--- src/rtl/div_unit_pkg.sv ---
// Shared types and constants for the execute-stage divider.
// Latency: n/a (declarations only).
// Backpressure: n/a; the stall encodings used toward the stall control unit live here.
//
// Contents: state encodings, start/stop and stall encodings, the double-width
// result bus type, and a conditional two's-complement negation helper.
package div_unit_pkg;

    localparam int REG_W        = 32;
    localparam int DOUBLE_REG_W = 64;

    typedef logic [DOUBLE_REG_W-1:0] double_reg_bus_t;

    typedef enum logic [1:0] {
        DIV_FREE    = 2'b00,
        DIV_BY_ZERO = 2'b01,
        DIV_ON      = 2'b10,
        DIV_END     = 2'b11
    } div_state_t;

    localparam logic DIV_START = 1'b1;
    localparam logic DIV_STOP  = 1'b0;

    localparam logic STOP   = 1'b1;
    localparam logic NOSTOP = 1'b0;

    // Two's-complement negation when neg is set. 0x80000000 maps to itself,
    // which is exactly the wrap-around behaviour wanted for MIN_INT / -1.
    function automatic logic [REG_W-1:0] negate_if(input logic [REG_W-1:0] v,
                                                   input logic             neg);
        return neg ? (~v + {{(REG_W-1){1'b0}}, 1'b1}) : v;
    endfunction

endpackage

--- src/rtl/div_step.sv ---
// One restoring-division step: shift the partial remainder left, trial-subtract the divisor.
// Latency: purely combinational, zero cycles.
// Backpressure: none; evaluated every cycle, the caller decides when to register the result.
//
// Ports:
//   rem_in   - 33-bit partial remainder before this step
//   divisor  - 32-bit divisor magnitude
//   bit_in   - next dividend bit shifted into the remainder LSB
//   rem_out  - partial remainder after this step
//   quo_bit  - quotient bit produced by this step
module div_step
    import div_unit_pkg::*;
(
    input  logic [REG_W:0]   rem_in,
    input  logic [REG_W-1:0] divisor,
    input  logic             bit_in,
    output logic [REG_W:0]   rem_out,
    output logic             quo_bit
);

    logic [REG_W+1:0] shifted;
    logic [REG_W+1:0] diff;

    // The 33-bit subtract is carried one bit further so its borrow is
    // unambiguous even when the shifted remainder has bit 32 set.
    assign shifted = {rem_in, bit_in};
    assign diff    = shifted - {2'b00, divisor};

    assign quo_bit = ~diff[REG_W+1];
    assign rem_out = quo_bit ? diff[REG_W:0] : shifted[REG_W:0];

endmodule

--- src/rtl/div_unit.sv ---
// Multi-cycle signed/unsigned 32-bit divider (DIV/DIVU), one quotient bit per clock.
// Latency: 34 cycles start-to-advance for a normal divide (33 edges to div_ready), 3 for divide by zero.
// Backpressure: holds stallreq_exe = STOP while div_start is high and the result is not yet ready.
//
// Ports:
//   cpu_clk_50M, cpu_rst_n    - pipeline clock, async active-low reset
//   div_start, div_signed     - start request (held by the stall), 1 = DIV, 0 = DIVU
//   div_opdata1, div_opdata2  - dividend / divisor, sampled only on the start edge
//   div_annul                 - flush: abort an in-flight divide, suppress a start
//   div_result                - {remainder, quotient}, valid while div_ready = 1
//   div_ready                 - single-cycle result pulse
//   stallreq_exe              - stall request toward the stall control unit
module div_unit
    import div_unit_pkg::*;
(
    input  logic                    cpu_clk_50M,
    input  logic                    cpu_rst_n,
    input  logic                    div_start,
    input  logic                    div_signed,
    input  logic [REG_W-1:0]        div_opdata1,
    input  logic [REG_W-1:0]        div_opdata2,
    input  logic                    div_annul,
    output logic [DOUBLE_REG_W-1:0] div_result,
    output logic                    div_ready,
    output logic                    stallreq_exe
);

    div_state_t      state_q;
    div_state_t      state_d;
    logic [5:0]      cnt_q;
    logic [REG_W:0]  rem_q;
    logic [REG_W-1:0] quo_q;
    logic [REG_W-1:0] dvsr_q;
    logic            neg_quo_q;
    logic            neg_rem_q;
    double_reg_bus_t result_q;

    logic [REG_W:0]  step_rem;
    logic            step_bit;
    logic            start_ok;
    logic            by_zero;
    logic            op1_neg;
    logic            op2_neg;
    double_reg_bus_t fixed_result;

    assign start_ok = (div_start == DIV_START) && !div_annul;
    assign by_zero  = (div_opdata2 == '0);
    assign op1_neg  = div_signed && div_opdata1[REG_W-1];
    assign op2_neg  = div_signed && div_opdata2[REG_W-1];

    // The dividend magnitude lives in quo_q and is consumed MSB-first as the
    // quotient bits fill in from the LSB.
    div_step u_step (
        .rem_in  (rem_q),
        .divisor (dvsr_q),
        .bit_in  (quo_q[REG_W-1]),
        .rem_out (step_rem),
        .quo_bit (step_bit)
    );

    // Remainder follows the dividend's sign; quotient is negated when the
    // operand signs differ.
    assign fixed_result = {negate_if(rem_q[REG_W-1:0], neg_rem_q),
                           negate_if(quo_q, neg_quo_q)};

    // ---------------------------------------------------------------
    // FSM
    // ---------------------------------------------------------------
    always_ff @(posedge cpu_clk_50M or negedge cpu_rst_n) begin
        if (!cpu_rst_n) begin
            state_q <= DIV_FREE;
        end else begin
            state_q <= state_d;
        end
    end

    always_comb begin
        state_d = state_q;
        case (state_q)
            DIV_FREE: begin
                if (start_ok) begin
                    state_d = by_zero ? DIV_BY_ZERO : DIV_ON;
                end
            end
            DIV_BY_ZERO: begin
                state_d = div_annul ? DIV_FREE : DIV_END;
            end
            DIV_ON: begin
                if (div_annul) begin
                    state_d = DIV_FREE;
                end else if (cnt_q == 6'd31) begin
                    state_d = DIV_END;
                end
            end
            DIV_END: begin
                state_d = DIV_FREE;
            end
            default: begin
                state_d = DIV_FREE;
            end
        endcase
    end

    // ---------------------------------------------------------------
    // Datapath registers
    // ---------------------------------------------------------------
    always_ff @(posedge cpu_clk_50M or negedge cpu_rst_n) begin
        if (!cpu_rst_n) begin
            cnt_q     <= '0;
            rem_q     <= '0;
            quo_q     <= '0;
            dvsr_q    <= '0;
            neg_quo_q <= 1'b0;
            neg_rem_q <= 1'b0;
            result_q  <= '0;
        end else begin
            case (state_q)
                DIV_FREE: begin
                    if (start_ok) begin
                        cnt_q <= '0;
                        rem_q <= '0;
                        if (by_zero) begin
                            // Zeroed operands make the END sign-fix yield 64'h0.
                            quo_q     <= '0;
                            dvsr_q    <= '0;
                            neg_quo_q <= 1'b0;
                            neg_rem_q <= 1'b0;
                        end else begin
                            quo_q     <= negate_if(div_opdata1, op1_neg);
                            dvsr_q    <= negate_if(div_opdata2, op2_neg);
                            neg_quo_q <= op1_neg ^ op2_neg;
                            neg_rem_q <= op1_neg;
                        end
                    end
                end
                DIV_ON: begin
                    if (!div_annul) begin
                        rem_q <= step_rem;
                        quo_q <= {quo_q[REG_W-2:0], step_bit};
                        cnt_q <= cnt_q + 6'd1;
                    end
                end
                DIV_END: begin
                    result_q <= fixed_result;
                end
                default: begin
                end
            endcase
        end
    end

    // ---------------------------------------------------------------
    // Outputs
    // ---------------------------------------------------------------
    // In END the fresh result is shown directly; elsewhere the last one is held.
    assign div_ready    = (state_q == DIV_END);
    assign div_result   = div_ready ? fixed_result : result_q;
    assign stallreq_exe = (div_start && !div_ready) ? STOP : NOSTOP;

endmodule

--- config.mk ---
export PLATFORM = sky130hd
export DESIGN_NAME = div_unit
export DESIGN_NICKNAME = d
export VERILOG_FILES = /design/src/rtl/div_unit_pkg.sv /design/src/rtl/div_step.sv /design/src/rtl/div_unit.sv
export SDC_FILE = /design/constraint.sdc
export NUM_CORES = 1
export LEC_CHECK = 0
export ABC_AREA = 1
export CAP_MARGIN = 30
export CORE_MARGIN = 1.5
export CORE_UTILIZATION = 40
export CTS_CLUSTER_SIZE = 8
export DETAILED_ROUTE_END_ITERATION = 10
export MAX_ROUTING_LAYER = met4
export SYNTH_ARGS = -nofsm -noshare
export SYNTH_HDL_FRONTEND = slang
export SYNTH_SLANG_ARGS = --single-unit
--- constraint.sdc ---
create_clock -name cpu_clk_50M -period 2.55 [get_ports cpu_clk_50M]
set_clock_uncertainty 0.15 [all_clocks]
set_input_delay 0.255 -clock cpu_clk_50M [delete_from_list [all_inputs] [get_ports cpu_clk_50M]]
set_output_delay 0.255 -clock cpu_clk_50M [all_outputs]
set_load 0.005 [all_outputs]
==> metrics <==
wire length on met3=2770 um; static leakage=10.0 nW; final worst hold slack=202 ps; first element of the critical path=rem_q[0]$_DFFE_PN0P_; Syn Area/Cell=6.73 um^2; max-capacitance violation count=0; Post-DRT Antenna Nets=0; maximum fanout along the worst path=3; number of global-route vias before repair=14.1k; startpoint-to-endpoint class of the critical path=reg2out; height of the die=187 um; Pre-antenna DRT Iters=7; Worst Max-Slew Pin Slew=606 ps; main combinational cell family by area after synthesis=simple AND/OR/NAND/NOR gates; Detail Route met2 WL=23500 um; endpoints failing setup=77; layout overhead on the synthesized area=46.1%; startpoint type of the worst setup path=flip-flop; share of cells above drive strength 1=30.5%; total via count in the routed design=14.9k; first-pass GRT wire length=76200 um; basic-gate share of the synthesized area counting and, or, nand and nor cells=37.1%; Slew HR=59.6%; TritonCTS clock tree=done; die footprint=35000 um^2; power density over the cells=1470 nW/um^2; cell at the root of the clock tree=sky130_fd_sc_hd__clkbuf_16; total power consumption of the routed design=0.0292 W; highest metal layer with signal wires=met4; most used flip-flop cell after synthesis=sky130_fd_sc_hd__dfrtp_1; proportion of synthesized area in mux cells=0%; number of synthesized register bits=171; maximum vdd ir drop=0.000618 V; outcome=finished with violations; detailed-route vias per instance=5.13; total core area=33400 um^2; WL met1=23000 um; Post-Layout Cell Count=2907; crit end category=output port; starting density of the core=40.6%; cell count of the worst reg-to-reg path=16; number of antenna violations at the first check in global routing=0; Period Utilization, post-route=114%; num rows=67; maximum clock frequency=0.344 GHz; Min Clock Period, post-route=2900 ps; Worst Hold Class=in2async; source of the worst register-to-register timing path=rem_q[0]$_DFFE_PN0P_; net count after synthesis=2127; Compound-Gate Fraction of Synth Area=10.6%; number of flops mapped to enable cells by yosys=0; violated checks=setup timing; xor and xnor area share after synthesis=5.94%; Final Wtd Congestion=0.936; total overflow reported by the global router=0; part of the Yosys area used for sequential elements=31.5%; deepest clock path buffer count=2; level count of the clock H-tree=4; average wire per standard cell=17.3 um; Clk Latency, worst-skew pair=450 ps; die width=187 um; Layout Nets=2557; routed wire length=50400 um; total standard cell area after synthesis=13600 um^2; fillers=3038; Data required, critical path=2140 ps; Final Hold Violating Endpoints=0; min setup slack post-route=-355 ps; async set or reset register ratio after synthesis=100%; register-to-register path setup slack=-290 ps; largest net degree at the start of global routing=60; DP Wirelength=37000 um; RSZ-0062 raised after global routing=yes; Total Routing Usage GR=28.4%; placed cell count=2764; number of warnings printed during yosys synthesis=0; number of DRC markers in iteration 0=1054; ANT cells=0; final count of pins violating max slew=0; Netlist cell types=51; fraction of the mapped netlist area in adder cells=3.93%; count of buffers from port buffering=134; number of buffers created by CTS=17; Top Ports=135; Reg clk slew, reported paths=80 ps; Residual DRC=0; total clock sinks=171; worst endpoint data arrival time=2500 ps; cell count after synthesis=2016; reg-to-reg critical path endpoint=result_q[41]$_DFF_PN0_
-- metrics by stage --
stage	instance area (um^2)	util, %	setup TNS (ps)	worst slack [ps]
floorplan	13600	-	0	365
global placement	17000	50.7	-2600	-214
detailed placement	17000	50.7	-4430	-247
CTS	18700	56.0	-8160	-370
global route	19800	59.2	-18290	-505
finish	19800	59.2	-9530	-355
-- cells in the mapped netlist (3+ instances only) --
library cell	count	share of area (%)
sky130_fd_sc_hd__nor2_4	6	0.50
sky130_fd_sc_hd__o21ai_0	105	3.9
sky130_fd_sc_hd__nor4_1	4	0.18
sky130_fd_sc_hd__o21ai_1	14	0.52
sky130_fd_sc_hd__a21oi_2	4	0.26
sky130_fd_sc_hd__nand3b_1	11	0.61
sky130_fd_sc_hd__o211ai_1	4	0.22
sky130_fd_sc_hd__a22oi_1	10	0.55
sky130_fd_sc_hd__xor2_1	65	4.2
sky130_fd_sc_hd__nand2_1	579	16
sky130_fd_sc_hd__ha_1	41	3.8
sky130_fd_sc_hd__nor3_1	23	0.85
sky130_fd_sc_hd__a31oi_1	19	0.88
sky130_fd_sc_hd__nand3_1	162	6.0
sky130_fd_sc_hd__nor3_2	5	0.37
sky130_fd_sc_hd__and3_1	4	0.18
sky130_fd_sc_hd__nand2_8	3	0.44
sky130_fd_sc_hd__nor2_1	190	5.3
sky130_fd_sc_hd__nand3_2	38	2.8
sky130_fd_sc_hd__xnor2_1	27	1.7
sky130_fd_sc_hd__nor2_2	7	0.32
sky130_fd_sc_hd__inv_1	269	7.4
sky130_fd_sc_hd__o22ai_1	6	0.28
sky130_fd_sc_hd__buf_6	11	0.91
sky130_fd_sc_hd__inv_2	14	0.39
sky130_fd_sc_hd__a21oi_1	88	3.2
sky130_fd_sc_hd__clkbuf_1	41	1.1
sky130_fd_sc_hd__buf_2	6	0.22
sky130_fd_sc_hd__buf_12	3	0.44
sky130_fd_sc_hd__nand4_1	26	1.2
sky130_fd_sc_hd__o31ai_1	3	0.17
sky130_fd_sc_hd__nand2_2	12	0.55
sky130_fd_sc_hd__or2_2	9	0.42
sky130_fd_sc_hd__buf_4	4	0.22
sky130_fd_sc_hd__dfrtp_1	171	32
sky130_fd_sc_hd__nand2_4	5	0.42
sky130_fd_sc_hd__and2_1	8	0.37
-- how the worst max path moves through the flow --
stage                     cells after the start                    end  slack [ps]
after floorplan                              16  rem_q[25]$_DFFE_PN0P_         370
after global placement                       14         div_result[62]        -210
after detailed placement                     14         div_result[62]        -250
after CTS                                    16         div_result[62]        -370
after global routing                         16         div_result[62]        -500
final                                        16         div_result[62]        -350
-- state kept, by name (all words and copies together), names as in the netlist --
signal     count
state_q        2
neg_quo_q      1
rem_q         33
quo_q         32
result_q      64
dvsr_q        32
cnt_q          6
neg_rem_q      1
-- layer usage --
metal	up-vias	GRT usage [%]
li1	7299	-
met1	7055	38.7
met2	489	44.5
met3	82	3.10
met4	0	8.10
met5	-	-
-- power breakdown --
part	switching [W]	internal [W]
sequential	0.000912	0.00393
clock	0.00131	0.00135
combinational	0.0120	0.00965
total	0.0143	0.0149
-- worst max-delay path: stages, from the launching register on --
cell                      delay, ps
sky130_fd_sc_hd__dfrtp_1        390
sky130_fd_sc_hd__inv_2           90
sky130_fd_sc_hd__ha_4           130
sky130_fd_sc_hd__inv_2           40
sky130_fd_sc_hd__nor3_4         140
sky130_fd_sc_hd__inv_2           70
sky130_fd_sc_hd__nor2_4         110
sky130_fd_sc_hd__nand3_2        110
sky130_fd_sc_hd__inv_2           80
sky130_fd_sc_hd__nand2_2         60
sky130_fd_sc_hd__nand2_4        110
sky130_fd_sc_hd__buf_6          120
sky130_fd_sc_hd__buf_6           90
sky130_fd_sc_hd__nand4_1         70
sky130_fd_sc_hd__a31oi_1        190
sky130_fd_sc_hd__buf_4          150
sky130_fd_sc_hd__buf_6           90
-- cells in the final DEF, fill, tap and decap left out, types with 26 or more instances in the layout --
| cell | netlist | final |
|---|---|---|
| sky130_fd_sc_hd__o21ai_1 | 14 | 28 |
| sky130_fd_sc_hd__nor2_1 | 190 | 171 |
| sky130_fd_sc_hd__inv_1 | 269 | 257 |
| sky130_fd_sc_hd__o21ai_2 | 2 | 26 |
| sky130_fd_sc_hd__nand3_1 | 162 | 124 |
| sky130_fd_sc_hd__nand3_2 | 38 | 67 |
| sky130_fd_sc_hd__dfrtp_1 | 171 | 162 |
| sky130_fd_sc_hd__clkdlybuf4s50_1 | 0 | 69 |
| sky130_fd_sc_hd__a21oi_1 | 88 | 84 |
| sky130_fd_sc_hd__buf_4 | 4 | 263 |
| sky130_fd_sc_hd__buf_6 | 11 | 66 |
| sky130_fd_sc_hd__buf_2 | 6 | 37 |
| sky130_fd_sc_hd__xor2_1 | 65 | 47 |
| sky130_fd_sc_hd__nand4_1 | 26 | 26 |
| sky130_fd_sc_hd__nand2_1 | 579 | 530 |
| sky130_fd_sc_hd__nand2_2 | 12 | 52 |
| sky130_fd_sc_hd__o21ai_0 | 105 | 64 |
-- kinds of logic (layout without fill, tap and decap cells) --
| family | Yosys count | after routing |
|---|---|---|
| AND/OR/NAND/NOR | 1098 | 1099 |
| adder cells (fa/ha/maj) | 42 | 42 |
| XOR/XNOR | 92 | 92 |
| flip-flops | 171 | 171 |
| buffers and inverters | 351 | 793 |
| AO/OA/AOI/OAI | 262 | 262 |
-- final cells by class --
class                      count  area (um^2)  share of cell area (%)
multi-input combinational   1495         9070                    45.8
sequential                   171         4290                    21.7
timing repair buffer         475         4230                    21.4
inverter                     286         1080                    5.46
tap                          448          561                    2.83
clock buffer                  19          453                    2.29
clock inverter                13          129                   0.650
-- what timing repair did --
action | in CTS | in global routing
endpoints found under the setup margin | 69 | 99
buffers inserted | 79 | 37
gates resized for setup | 395 | 207
hold buffers | 1 | 0
pin swaps | 87 | 95
hold endpoints to repair | 55 | 0
gates cloned | 4 | 4
Note: power is estimated with default switching activity, not from simulation.
